<file path="src/rtl/instr_fetch_stage.sv">
// IF stage for the 32-bit MIPS-style datapath: PC, req/ack instruction fetch,
// IF/ID pipeline register with a one-entry skid buffer and redirect flush.
module instr_fetch_stage #(
  parameter logic [31:0] RESET_PC = 32'h0000_0000
) (
  input  logic        clk,
  input  logic        reset,
  output logic        imem_req,
  output logic [31:0] imem_addr,
  input  logic        imem_ack,
  input  logic [31:0] imem_rdata,
  input  logic        stall,
  input  logic        redirect,
  input  logic [31:0] redirect_pc,
  output logic        id_valid,
  output logic [31:0] id_instr,
  output logic [31:0] id_pc_plus4,
  output logic [5:0]  id_opcode,
  output logic [4:0]  id_rs,
  output logic [4:0]  id_rt,
  output logic [4:0]  id_rd,
  output logic [15:0] id_imm16
);

  localparam logic [1:0] S_IDLE    = 2'd0;
  localparam logic [1:0] S_FETCH   = 2'd1;
  localparam logic [1:0] S_HOLD    = 2'd2;
  localparam logic [1:0] S_DISCARD = 2'd3;

  logic [1:0]  state_q, state_d;
  logic [31:0] pc_q, pc_d;
  logic        id_valid_q, id_valid_d;
  logic [31:0] id_instr_q, id_instr_d;
  logic [31:0] id_pc4_q, id_pc4_d;
  logic [31:0] skid_instr_q, skid_instr_d;
  logic [31:0] skid_pc4_q, skid_pc4_d;
  logic [31:0] disc_addr_q, disc_addr_d;

  logic [31:0] pc_plus4;
  logic [31:0] redir_pc;
  logic        if_free;

  assign pc_plus4 = pc_q + 32'd4;
  assign redir_pc = redirect_pc & 32'hFFFF_FFFC;
  assign if_free  = !id_valid_q || !stall;

  always_comb begin
    state_d      = state_q;
    pc_d         = pc_q;
    id_valid_d   = id_valid_q;
    id_instr_d   = id_instr_q;
    id_pc4_d     = id_pc4_q;
    skid_instr_d = skid_instr_q;
    skid_pc4_d   = skid_pc4_q;
    disc_addr_d  = disc_addr_q;
    case (state_q)
      S_IDLE: state_d = S_FETCH;
      S_FETCH: begin
        if (redirect) begin
          id_valid_d = 1'b0;
          pc_d       = redir_pc;
          // An unanswered request must still be drained at its old address.
          if (!imem_ack) begin
            state_d     = S_DISCARD;
            disc_addr_d = pc_q;
          end
        end else if (imem_ack) begin
          pc_d = pc_plus4;
          if (if_free) begin
            id_valid_d = 1'b1;
            id_instr_d = imem_rdata;
            id_pc4_d   = pc_plus4;
          end else begin
            skid_instr_d = imem_rdata;
            skid_pc4_d   = pc_plus4;
            state_d      = S_HOLD;
          end
        end else if (if_free) begin
          id_valid_d = 1'b0;
        end
      end
      S_HOLD: begin
        if (redirect) begin
          id_valid_d = 1'b0;
          pc_d       = redir_pc;
          state_d    = S_FETCH;
        end else if (!stall) begin
          id_valid_d = 1'b1;
          id_instr_d = skid_instr_q;
          id_pc4_d   = skid_pc4_q;
          state_d    = S_FETCH;
        end
      end
      S_DISCARD: begin
        if (redirect) begin
          id_valid_d = 1'b0;
          pc_d       = redir_pc;
        end
        // The dropped ack closes the old request; pc already holds the target.
        if (imem_ack) state_d = S_FETCH;
      end
      default: state_d = S_IDLE;
    endcase
  end

  always_ff @(posedge clk) begin
    if (reset) begin
      state_q      <= S_IDLE;
      pc_q         <= RESET_PC;
      id_valid_q   <= 1'b0;
      id_instr_q   <= '0;
      id_pc4_q     <= '0;
      skid_instr_q <= '0;
      skid_pc4_q   <= '0;
      disc_addr_q  <= '0;
    end else begin
      state_q      <= state_d;
      pc_q         <= pc_d;
      id_valid_q   <= id_valid_d;
      id_instr_q   <= id_instr_d;
      id_pc4_q     <= id_pc4_d;
      skid_instr_q <= skid_instr_d;
      skid_pc4_q   <= skid_pc4_d;
      disc_addr_q  <= disc_addr_d;
    end
  end

  assign imem_req    = (state_q == S_FETCH) || (state_q == S_DISCARD);
  assign imem_addr   = (state_q == S_DISCARD) ? disc_addr_q : pc_q;
  assign id_valid    = id_valid_q;
  assign id_instr    = id_instr_q;
  assign id_pc_plus4 = id_pc4_q;
  assign id_opcode   = id_instr_q[31:26];
  assign id_rs       = id_instr_q[25:21];
  assign id_rt       = id_instr_q[20:16];
  assign id_rd       = id_instr_q[15:11];
  assign id_imm16    = id_instr_q[15:0];

endmodule

</file>
<file path="config.mk">
export PLATFORM = sky130hd
export DESIGN_NAME = instr_fetch_stage
export DESIGN_NICKNAME = d
export VERILOG_FILES = /design/src/rtl/instr_fetch_stage.sv
export SDC_FILE = /design/constraint.sdc
export NUM_CORES = 1
export LEC_CHECK = 0
export BUFFER_PORTS_ARGS = -buffer_cell sky130_fd_sc_hd__buf_2
export CELL_PAD_IN_SITES_DETAIL_PLACEMENT = 0
export CELL_PAD_IN_SITES_GLOBAL_PLACEMENT = 1
export CORE_AREA = 2 2 163 229
export DETAILED_ROUTE_END_ITERATION = 12
export DIE_AREA = 0 0 165 231
export PLACE_DENSITY = 0.64
export REMOVE_ABC_BUFFERS = 1
export SLEW_MARGIN = 10
export SYNTH_ARGS = -nofsm -noshare
export SYNTH_HDL_FRONTEND = slang
export SYNTH_SLANG_ARGS = --single-unit
</file>
<file path="constraint.sdc">
create_clock -name clk -period 4.8 [get_ports clk]
set_input_delay 0.24 -clock clk [delete_from_list [all_inputs] [get_ports clk]]
set_output_delay 0.24 -clock clk [all_outputs]
set_load 0.02 [all_outputs]
</file>
==> results.sh <==
export IMPL_outcome="finished, final reports clean"
export IMPL_n_antenna_cell=0
export IMPL_clockPowerShare=0.393
export IMPL_postSynthAreaPerCell_sq_um=7.95
export IMPL_synthDistinctLibCells=63
export IMPL_min_period_ns=2.67
export IMPL_cp_required_ns=4.56
export IMPL_worstPathMaxFanout=21
export IMPL_nFillCells=3899
export IMPL_place_ws_ns=2.19
export IMPL_num_rows=83
export IMPL_wl_um=26900
export IMPL_fin_crit_sh=0.556
export IMPL_synth_simple_area_share=0.223
export IMPL_synthArstFlopShare=0
export IMPL_reg2reg_depth=6
export IMPL_cellInternalPower_w=0.00248
export IMPL_swShare=0.290
export IMPL_cts_num_sinks=187
export IMPL_drtIter0Drc=557
export IMPL_clock_root_buffer="clkbuf_16"
export IMPL_clockBufferDepth=2
export IMPL_post_route_util=0.288
export IMPL_grt_max_degree=91
export IMPL_crit_path_start="state_q[1]$_SDFFE_PP0P_"
export IMPL_dieArea_sq_mm=0.0381
export IMPL_setup_tns_final_ns=0
export IMPL_maxCapViolCount=0
export IMPL_start_kind="flip-flop"
export IMPL_cts_tree="built"
export IMPL_grt_total_usage=0.141
export IMPL_vias=7877
export IMPL_crit_path_top_delay_cell="dfxtp_1"
export IMPL_gr_total_overflow=0
export IMPL_wl_per_cell_um=16.0
export IMPL_synth_top_family_by_area="simple AND/OR/NAND/NOR gates"
export IMPL_synth_ff_type="dfxtp_1"
export IMPL_grt_setup_unrepaired="no"
export IMPL_power_frac_seq=0.477
export IMPL_place_gp_congestion=0.758
export IMPL_grt_pass1_wl_um=41400
export IMPL_drcViolationCount=0
export IMPL_setup_ws_ns=2.13
export IMPL_die_w_um=165
export IMPL_synth_edf_count=0
export IMPL_start_util=0.245
export IMPL_postCtsHoldBufs=0
export IMPL_critPathCapture="imem_addr[29]"
export IMPL_r2r_end="skid_pc4_q[24]$_SDFFE_PP0P_"
export IMPL_crit_chain="nand2_1, buf_4, mux2_2, buf_2"
export IMPL_io_pins=204
export IMPL_slew_headroom=0.285
export IMPL_max_clock_freq_mhz=374
export IMPL_viasPerCell=4.68
export IMPL_syn_to_final_growth_pct=17.3
export IMPL_dp_final_hpwl_um=18200
export IMPL_cts_made_buffers=17
export IMPL_layout_cells_non_filler=1684
export IMPL_cp_arrival_ns=2.43
export IMPL_antenna_found_initial=1
export IMPL_rrSetupSlack_ns=2.16
export IMPL_cts_resized=0
export IMPL_setup_viol=0
export IMPL_clk_pin_slew_ns=0.07
export IMPL_timing_worst_setup_path_type="reg2out"
export IMPL_skew_ns=0.00869
export IMPL_synth_adder_area_share=0.00141
export IMPL_place_inst=1653
export IMPL_ys_seq_area_frac=0.421
export IMPL_firstDrtPassIters=5
export IMPL_p_switching_w=0.00101
export IMPL_p_per_area_mw_per_mm2=334
export IMPL_crit_path_end_kind="output port"
export IMPL_grt_pass1_vias=7247
export IMPL_portBuffers=197
export IMPL_hold_path_class="in2reg"
export IMPL_postSynthCellCount=1119
export IMPL_synth_seq_cells=187
export IMPL_design_area_sq_mm=0.0104
export IMPL_core_sq_mm=0.0362
export IMPL_combPwrFrac=0.130
export IMPL_die_h_um=231
export IMPL_clk_latency_ns=0.45
export IMPL_tightest_slew_ns=1.07
export IMPL_synth_mux_area_frac=0.0438
export IMPL_r2r_start="pc_q[2]$_SDFFE_PP0P_"
export IMPL_slew_violations=0
export IMPL_synth_compound_area_frac=0.198
export IMPL_synthXorXnorAreaFrac=0.0266
export IMPL_postRouteAntennaNets=0
export IMPL_synthesis_area_sq_mm=0.00889
export IMPL_htreeDepth=4
export IMPL_drive_above_1_share=0.245
export IMPL_ir_drop_mv=0.220
export IMPL_place_area_sq_mm=0.00988
export IMPL_worst_path_largest_cell_delay_ns=0.63
export IMPL_hold_viol=0
export IMPL_post_cts_setup_buffer_count=0
export IMPL_finalNetCount=1275
export IMPL_p_leak_nw=3.99
export IMPL_yosysWarningCount=0
-- layer usage --
layer	routed length, um	global-route usage	share of wire	vias to the layer above
met4	493	0.0495	0.018	2
li1	-	-	-	3998
met1	12000	0.174	0.45	3655
met3	987	0.0255	0.037	31
met2	13400	0.241	0.50	191
met5	13	0	0.00048	-
-- flip-flops by register name, indices dropped and copies added, names as in the netlist --
signal        cells
id_instr         32
skid_instr_q     32
disc_addr_q      30
id_pc_plus4      30
pc_q             30
skid_pc4_q       30
state_q           2
id_valid          1
-- power groups by stage --
stage / combinational [W] / sequential [W] / clock (W)
2_1_floorplan: 0.000210 / 0.00174 / 0
3_3_place_gp: 0.000458 / 0.00170 / 0
3_5_place_dp: 0.000460 / 0.00170 / 0
4_1_cts: 0.000460 / 0.00166 / 0.00142
5_1_grt: 0.000499 / 0.00167 / 0.00147
6_report: 0.000453 / 0.00166 / 0.00137
-- layout make-up --
cell class                      count  area [sq um]  share of cell area
Clock inverter                      9          63.8             0.00612
Tap cell                          467           584              0.0560
Sequential cell                   187          3740               0.359
Multi-Input combinational cell    782          4440               0.425
Clock buffer                       22           484              0.0464
Inverter                            6          22.5             0.00216
Timing Repair Buffer              211          1100               0.105
-- worst min path at each step --
stage	start	cells past startpoint	to
floorplan	reset	1	skid_pc4_q[24]$_SDFFE_PP0P_
global placement	disc_addr_q[30]$_SDFFE_PP0P_	2	disc_addr_q[30]$_SDFFE_PP0P_
detailed placement	id_pc_plus4[17]$_SDFFE_PP0P_	2	id_pc_plus4[17]$_SDFFE_PP0P_
CTS	imem_rdata[7]	3	skid_instr_q[7]$_SDFFE_PP0P_
global route	imem_rdata[6]	3	skid_instr_q[6]$_SDFFE_PP0P_
finish	imem_rdata[21]	3	skid_instr_q[21]$_SDFFE_PP0P_
-- per-stage QoR --
step	total power, W	hold slack, ns
2_1_floorplan	0.00195	0.305
3_3_place_gp	0.00216	0.439
3_5_place_dp	0.00216	0.443
4_1_cts	0.00355	0.00132
5_1_grt	0.00364	0.0251
6_report	0.00349	0.0312
-- synthesized netlist by cell type (3+ instances only) --
cell,n,share of area
nand3_1,20,0.011
nor4_1,4,0.0028
a31oi_1,8,0.0056
dfxtp_1,187,0.42
inv_1,6,0.0025
buf_1,4,0.0017
a22o_1,5,0.0049
mux2_2,31,0.039
o211ai_1,12,0.010
or3_1,3,0.0021
a221oi_2,3,0.0051
a32oi_1,15,0.015
xor2_1,16,0.016
xnor2_1,11,0.011
a211oi_1,25,0.021
or4_1,3,0.0025
and2_1,4,0.0028
a21oi_1,94,0.053
nand2b_1,8,0.0056
nor2b_1,7,0.0049
a311oi_1,34,0.033
buf_2,19,0.011
nand2_1,243,0.10
and4_1,3,0.0030
mux2i_1,4,0.0045
nor3_1,14,0.0079
or2_2,4,0.0028
nand4_1,8,0.0056
o22ai_1,5,0.0035
o32ai_1,3,0.0030
nor2_1,116,0.049
o21ai_0,26,0.015
and3_1,4,0.0028
clkbuf_1,80,0.034
a211o_1,3,0.0030
buf_4,42,0.035
a22oi_1,4,0.0034
a221oi_1,8,0.0079
-- critical path, delay by kind of cell (launching register included) --
| family | cells | cell delay [ns] |
|---|---|---|
| multiplexers | 1 | 0.32 |
| flip-flops | 1 | 0.63 |
| buffers and inverters | 2 | 0.54 |
| AND/OR/NAND/NOR | 1 | 0.47 |
-- kinds of logic (layout without fill, tap and decap cells) --
logic type      count (synthesis)  count (layout)
simple gates                  455             455
compound gates                260             260
flops                         187             187
buf+inv                       153             248
mux                            35              35
xor+xnor                       27              27
fa+ha+maj                       1               1
other cells                     1               4
-- cells in the final DEF, fill, tap and decap left out, types with 5 or more instances in the layout --
master	instances
inv_1	6
nor3_1	14
a21oi_1	94
xor2_1	16
nand3_1	19
clkbuf_16	17
nand2b_1	7
a221oi_1	8
o22ai_1	5
o21ai_0	26
o211ai_1	12
a32oi_1	15
nor2_1	114
xnor2_1	11
dfxtp_1	187
mux2_2	31
buf_2	196
nand4_1	8
a211oi_1	25
nand2_1	243
a31oi_1	8
a22o_1	5
buf_4	14
nor2b_1	6
a311oi_1	34
No activity file was read; power rests on OpenSTA's default activity.
